--- config.mk ---
export PLATFORM = sky130hd
export DESIGN_NAME = tristate_rx
export DESIGN_NICKNAME = d
export VERILOG_FILES = /design/src/rtl/tristate_rx.sv
export SDC_FILE = /design/constraint.sdc
export NUM_CORES = 1
export LEC_CHECK = 0
export CORE_ASPECT_RATIO = 1.2
export CORE_MARGIN = 4
export CORE_UTILIZATION = 50
export DETAILED_ROUTE_END_ITERATION = 12
export PLACE_DENSITY = 0.85
export SETUP_SLACK_MARGIN = 0.1
export SLEW_MARGIN = 20
export SYNTH_ARGS = -nofsm -noshare
export SYNTH_HDL_FRONTEND = slang
export SYNTH_SLANG_ARGS = --single-unit
--- constraint.sdc ---
create_clock -name clk -period 2.54 [get_ports clk]
set_input_delay 0.381 -clock clk [delete_from_list [all_inputs] [get_ports clk]]
set_output_delay 0.381 -clock clk [all_outputs]
set_load 0.03 [all_outputs]
--- src/rtl/tristate_rx.sv ---
// tristate_rx: receiving end of a WIDTH-bit shared tristate data bus.
//
// Captures a word while the remote driver holds bus_en high, acknowledges it
// with a four-phase handshake (IDLE -> ACK -> TURN), and buffers the words
// in a DEPTH-entry FIFO for the local consumer. Acknowledge is withheld
// while the FIFO is full, which stalls the driver.
//
// Optional feature: define TRISTATE_RX_SYNC_EN to pass bus_en through a
// 2-flop synchronizer before it is used (adds 2 cycles of latency).
//
// Ports:
//   clk      in   rising-edge clock
//   rst      in   asynchronous active-low reset
//   bus_d    in   bus data, valid while bus_en = 1
//   bus_en   in   remote driver enable
//   bus_ack  out  registered acknowledge to the driver
//   rd_en    in   pop request from the local consumer
//   rd_data  out  FIFO head word (show-ahead), 0 when empty
//   empty    out  FIFO holds no words
//   full     out  FIFO holds DEPTH words
//   count    out  FIFO occupancy
module tristate_rx #(
  parameter int unsigned WIDTH = 4,
  parameter int unsigned DEPTH = 4
) (
  input  logic                       clk,
  input  logic                       rst,
  input  logic [WIDTH-1:0]           bus_d,
  input  logic                       bus_en,
  output logic                       bus_ack,
  input  logic                       rd_en,
  output logic [WIDTH-1:0]           rd_data,
  output logic                       empty,
  output logic                       full,
  output logic [$clog2(DEPTH):0]     count
);

  localparam int unsigned PtrW = $clog2(DEPTH);
  localparam int unsigned CntW = PtrW + 1;

  typedef enum logic [1:0] {StIdle, StAck, StTurn} state_e;

  state_e              state_q, state_d;
  logic                ack_q, ack_d;
  logic                en_s;
  logic                push, pop;
  logic [PtrW-1:0]     wr_ptr_q, wr_ptr_d;
  logic [PtrW-1:0]     rd_ptr_q, rd_ptr_d;
  logic [CntW-1:0]     count_q, count_d;
  logic [WIDTH-1:0]    mem_q [DEPTH];

  // Enable conditioning
`ifdef TRISTATE_RX_SYNC_EN
  logic en_meta_q, en_sync_q;

  always_ff @(posedge clk or negedge rst) begin
    if (!rst) begin
      en_meta_q <= 1'b0;
      en_sync_q <= 1'b0;
    end else begin
      en_meta_q <= bus_en;
      en_sync_q <= en_meta_q;
    end
  end

  assign en_s = en_sync_q;
`else
  assign en_s = bus_en;
`endif

  // FIFO status comes from the registered count only, so a pop cannot
  // make room for a push in the same cycle.
  assign full  = (count_q == CntW'(DEPTH));
  assign empty = (count_q == '0);
  assign count = count_q;

  assign pop = rd_en && !empty;

  // Handshake FSM
  always_comb begin
    state_d = state_q;
    push    = 1'b0;
    unique case (state_q)
      StIdle: begin
        if (en_s && !full) begin
          push    = 1'b1;
          state_d = StAck;
        end
      end
      StAck: begin
        if (!en_s) state_d = StTurn;
      end
      StTurn: begin
        state_d = StIdle;
      end
      default: state_d = StIdle;
    endcase
    // Acknowledge is registered: it tracks the state being entered.
    ack_d = (state_d == StAck);
  end

  always_ff @(posedge clk or negedge rst) begin
    if (!rst) begin
      state_q <= StIdle;
      ack_q   <= 1'b0;
    end else begin
      state_q <= state_d;
      ack_q   <= ack_d;
    end
  end

  assign bus_ack = ack_q;

  // FIFO pointers and occupancy
  always_comb begin
    wr_ptr_d = wr_ptr_q;
    rd_ptr_d = rd_ptr_q;
    count_d  = count_q;
    if (push) wr_ptr_d = wr_ptr_q + PtrW'(1);
    if (pop)  rd_ptr_d = rd_ptr_q + PtrW'(1);
    unique case ({push, pop})
      2'b10:   count_d = count_q + CntW'(1);
      2'b01:   count_d = count_q - CntW'(1);
      default: count_d = count_q;
    endcase
  end

  always_ff @(posedge clk or negedge rst) begin
    if (!rst) begin
      wr_ptr_q <= '0;
      rd_ptr_q <= '0;
      count_q  <= '0;
    end else begin
      wr_ptr_q <= wr_ptr_d;
      rd_ptr_q <= rd_ptr_d;
      count_q  <= count_d;
    end
  end

  // Storage needs no reset: rd_data is masked while empty.
  always_ff @(posedge clk) begin
    if (push) mem_q[wr_ptr_q] <= bus_d;
  end

  assign rd_data = empty ? '0 : mem_q[rd_ptr_q];

endmodule

After elaboration in Yosys (flattened, before gate mapping). Memories as Yosys holds them, arrays and structs flattened. Cells that the tools add are included.

Bits in registers: 10. RAM bits: 16. Input bits: 8. Logic and storage cells: 31. Memories kept: 1.

Memories: mem_q (words 4, bits a word 4, read ports 1, clocked after Yosys merged registers in 0, write ports 1, line 50) `logic [WIDTH-1:0] mem_q [DEPTH];`.

$add $sub $neg: 4. Eq/ne operators: 5. Muxes and demuxes: 9. Reductions and logical operators: 7.

Operators with widths (count): == test 2 x 1 -> 1 bit (second input constant) (3); one-hot mux 3 bit (2 select lines) (1); adder 2 x 1 -> 2 bit (second input constant) (2); 2-to-1 mux 1 bit (4); 2-to-1 mux 2 bit (2); 2-to-1 mux 4 bit (1); one-hot mux 2 bit (2 select lines) (1); adder 3 x 1 -> 3 bit (second input constant) (1); == test 3 bit (second input constant) (1); zero test 3 bit (1); subtractor 3 x 1 -> 3 bit (second input constant) (1); == test 2 bit (second input constant) (1); logical AND 1 bit (2); zero test 1 bit (2); zero test 2 bit (1); nonzero test 2 bit (1).

Depth between registers and ports, before layout.
Word-level depth: 7. Gate-level depth with buffers: 9. Depth with buffers taken out: 9.

Worst setup path after synthesis. No wires, ideal clock.

Path kind: reg2reg. Start: register count_q[2], in the netlist count[2]. End: register count_q[2], in the netlist count[2]. Library setup time: 81 ps. Arrival: 2224 ps. Data required time: 2459 ps. Slack: 235 ps. Cell stages (with the launch flop): 10. Path buffers: 0. Clock period less this slack: 2305 ps. Cells stage by stage: dfrtp_1 nor3b_4 nor3_4 inv_1 ha_1 inv_1 fa_1 xor2_1 nor2_1 xor2_1.

Cells in the longest elaborated chain, start to end: 7. Elaborated cells on any way between the ends: 14.

RTL lines: from (decl) (line 49) `logic [CntW-1:0] count_q, count_d;`; from (signal assigned) (line 136) `count_q <= count_d;`; == test 3 bit * (line 73) `assign full = (count_q == CntW'(DEPTH));`; named net full (line 34) `output logic full,`; zero test 1 bit * (line 85) `if (en_s && !full) begin`; logical AND 1 bit * (line 85); 2-to-1 mux 1 bit * (line 85); 2-to-1 mux 1 bit * (line 83) `unique case (state_q)`; == test 2 x 1 -> 1 bit or == test 2 bit (tied branches) (line 121) `unique case ({push, pop})`; one-hot mux 3 bit (2 select lines) or nonzero test 2 bit (tied branches).

The timed path passes the listed nets; every way through them passes the cells marked *. A chain may end at the register's enable or synchronous reset.

Final worst setup path.
Start: register count_q[0], in the netlist count[0]. End: output empty.

Cells in the longest elaborated chain, start to end: 1.

RTL lines: zero test 3 bit (line 74) `assign empty = (count_q == '0);`; to (decl) (line 33) `output logic empty,`.

No other way between the ends.

==> run summary <==
Maximum vdd drop: 731.1 uV
Initial antenna violation count: 0
Largest net degree at the start of global routing: 15
Final period util: 0.9035
Vias/cell: 4.984
Final Wtd Congestion: 0.7385
Die Span X: 51.71 um
H-Tree Depth: 1
Clock root cell: clkbuf_4
Total Wirelength: 1.749 mm
Seq/Total Area, Yosys: 0.6376
IO Port Bufs: 17
Fin area: 1385 um2
TritonCTS clock tree: built
Most frequent cells in the layout: edfxtp_1 (16), clkdlybuf4s50_1 (13), dfrtp_1 (9), inv_1 (7)
Setup CP Type: flip-flop to output pin
Hold crit path type: input port to asynchronous set/reset pin
Dpl hpwl: 1.323 mm
Max stage delay on crit path: 730 ps
Netlist Area Pre-Place: 1146 um2
Router iterations before antenna repair: 5
Register bit total from synthesis: 26
Post-layout nets: 107
Worst path required time: 2160 ps
Clk slew on worst S/H paths: 130 ps
Critical path's top delay family: buffers and inverters
Io pins: 18
YS warnings: 0
Outcome: finished, final reports clean
Maximum achievable frequency: 435.7 MHz
Most common cell after layout, fill and taps aside: edfxtp_1
Die ar.: 3125 um2
Syn Nets: 85
TritonCTS Buffers: 3
Final setup viols: 0
Starting Density: 0.5414
Slowest-stage cell, CP: clkdlybuf4s50_1
Drt initial violations: 16
ANT nets after route: 0
Internal: 0.0009494 W
GRT Util Overall: 0.1253
Floorplan core area: 2117 um2
Worst-Margin Slew: 452.4 ps
Comb pwr share: 0.459
Max-cap violations: 0
Number of diodes: 0
Total congestion overflow: 0
Dpl ws: 300.5 ps
Clock share of power: 0.111
Crit path cell chain: nor3_4, clkdlybuf4s50_1
CP max FO: 7
Clock insertion delay at the later pin of the skew report: 320 ps
Clock Skew: 6.058 ps
Slew Limit Headroom: 0.6975
Crit path time final: 2295 ps
Flop pwr share: 0.430
Worst Setup End Kind: output pin
LEAKAGE: 0.5488 nW
Setup repair bufs after CTS: 0
Vias in the first global route: 599
Setup TNS: 0 ps
Final Hold Vio Count: 0
Vias: 608
CP bufs+invs: 1
Syn_area_per_cell: 16.14 um2
Final Max Slew Viols: 0
Area delta synth->final: 20.85%
Total power: 0.001569 W
Layout cells sized above 1: 0.1413
Sw Share: 0.3949
Num rows: 18
Power Density: 1133 nW/um2
CP arrival: 1910 ps
Final setup margin: 245.0 ps
Mapped Cells: 71
Clk sinks: 26
Routed WL per cell: 14.34 um
P_sw: 0.0006195 W
RSZ-0062 raised after global routing: false
Type of origin of the critical path: flip-flop
Synth unique cells: 21
# DRC: 0
Max clock buf depth: 2
Placed cell areas: 1356 um2
Die Height: 60.45 um
First-pass GRT wire length: 2.780 mm
-- power by group through the flow --
stage	clock [W]	combinational [W]	sequential (W)
2_1_floorplan	0	0.000482	0.000689
3_3_place_gp	0	0.000742	0.000668
3_5_place_dp	0	0.000758	0.000674
4_1_cts	0.000181	0.000732	0.000675
5_1_grt	0.000195	0.000781	0.000689
6_report	0.000174	0.000719	0.000675
-- cell usage after synthesis, drive strengths merged --
master / n / share of area
edfxtp: 16 / 0.42
dfrtp: 10 / 0.22
inv: 7 / 0.023
ha: 5 / 0.055
nor2b: 5 / 0.027
and2: 4 / 0.022
mux4: 4 / 0.079
xor2: 4 / 0.031
nor3: 3 / 0.027
a21oi: 2 / 0.0087
nor2: 2 / 0.0066
xnor2: 2 / 0.015
buf: 1 / 0.0044
fa: 1 / 0.017
mux2: 1 / 0.013
mux2i: 1 / 0.0087
nand2: 1 / 0.0033
nand2b: 1 / 0.0055
nor3b: 1 / 0.016
-- stage by stage --
step	utilization	hold WS [ps]	cells
finish	0.6543	356.4	122
global route	0.6543	393.9	122
CTS	0.6543	367.8	122
detailed placement	0.6407	414.4	118
global placement	0.6407	408.5	118
floorplan	-	85.41	71
-- state kept, by name, indices dropped and copies added, names as in the netlist --
| signal | flops |
|---|---|
| count | 3 |
| mem_q | 16 |
| wr_ptr_q | 2 |
| rd_ptr_q | 2 |
| state_q | 2 |
| bus_ack | 1 |
-- routing by layer --
metal	wire length [um]	up-vias	global-route usage
li1	-	287	-
met1	771	307	0.1730
met2	889	12	0.1891
met3	56	2	0.02457
met4	31	0	0.06742
met5	0	-	0
-- cell type report --
cell class / count / area (um2)
Clock buffer: 3 / 22.52
Clock inverter: 1 / 3.754
Fill cell: 167 / 732.0
Inverter: 7 / 26.28
Multi-Input combinational cell: 37 / 390.4
Sequential cell: 26 / 732.0
Tap cell: 30 / 37.54
Timing Repair Buffer: 18 / 172.7
-- final timing paths --
path	cells after the start	slack, ps	endpoint	from
setup / recovery	2	250	empty	count[0]
hold / removal	1	360	rd_ptr_q[0]	rst
setup reg to reg	9	490	count[2]	count[0]
hold reg to reg	1	440	state_q[1]	state_q[1]
max in group asynchronous	1	1850	rd_ptr_q[0]	rst
min in group clk	1	440	state_q[1]	state_q[1]
-- cells by family after synthesis --
group | Yosys count | synth area share
AO/OA/AOI/OAI | 2 | 0.008734
buffers and inverters | 8 | 0.02729
flip-flops | 26 | 0.6376
AND/OR/NAND/NOR | 17 | 0.1081
adder cells (fa/ha/maj) | 6 | 0.07205
multiplexers | 6 | 0.1004
XOR/XNOR | 6 | 0.04585
-- timing repair --
action,CTS,global route
gates resized for setup,6,0
endpoints found under the setup margin,5,0
hold buffers,0,0
No activity file was read; power rests on OpenSTA's default activity.
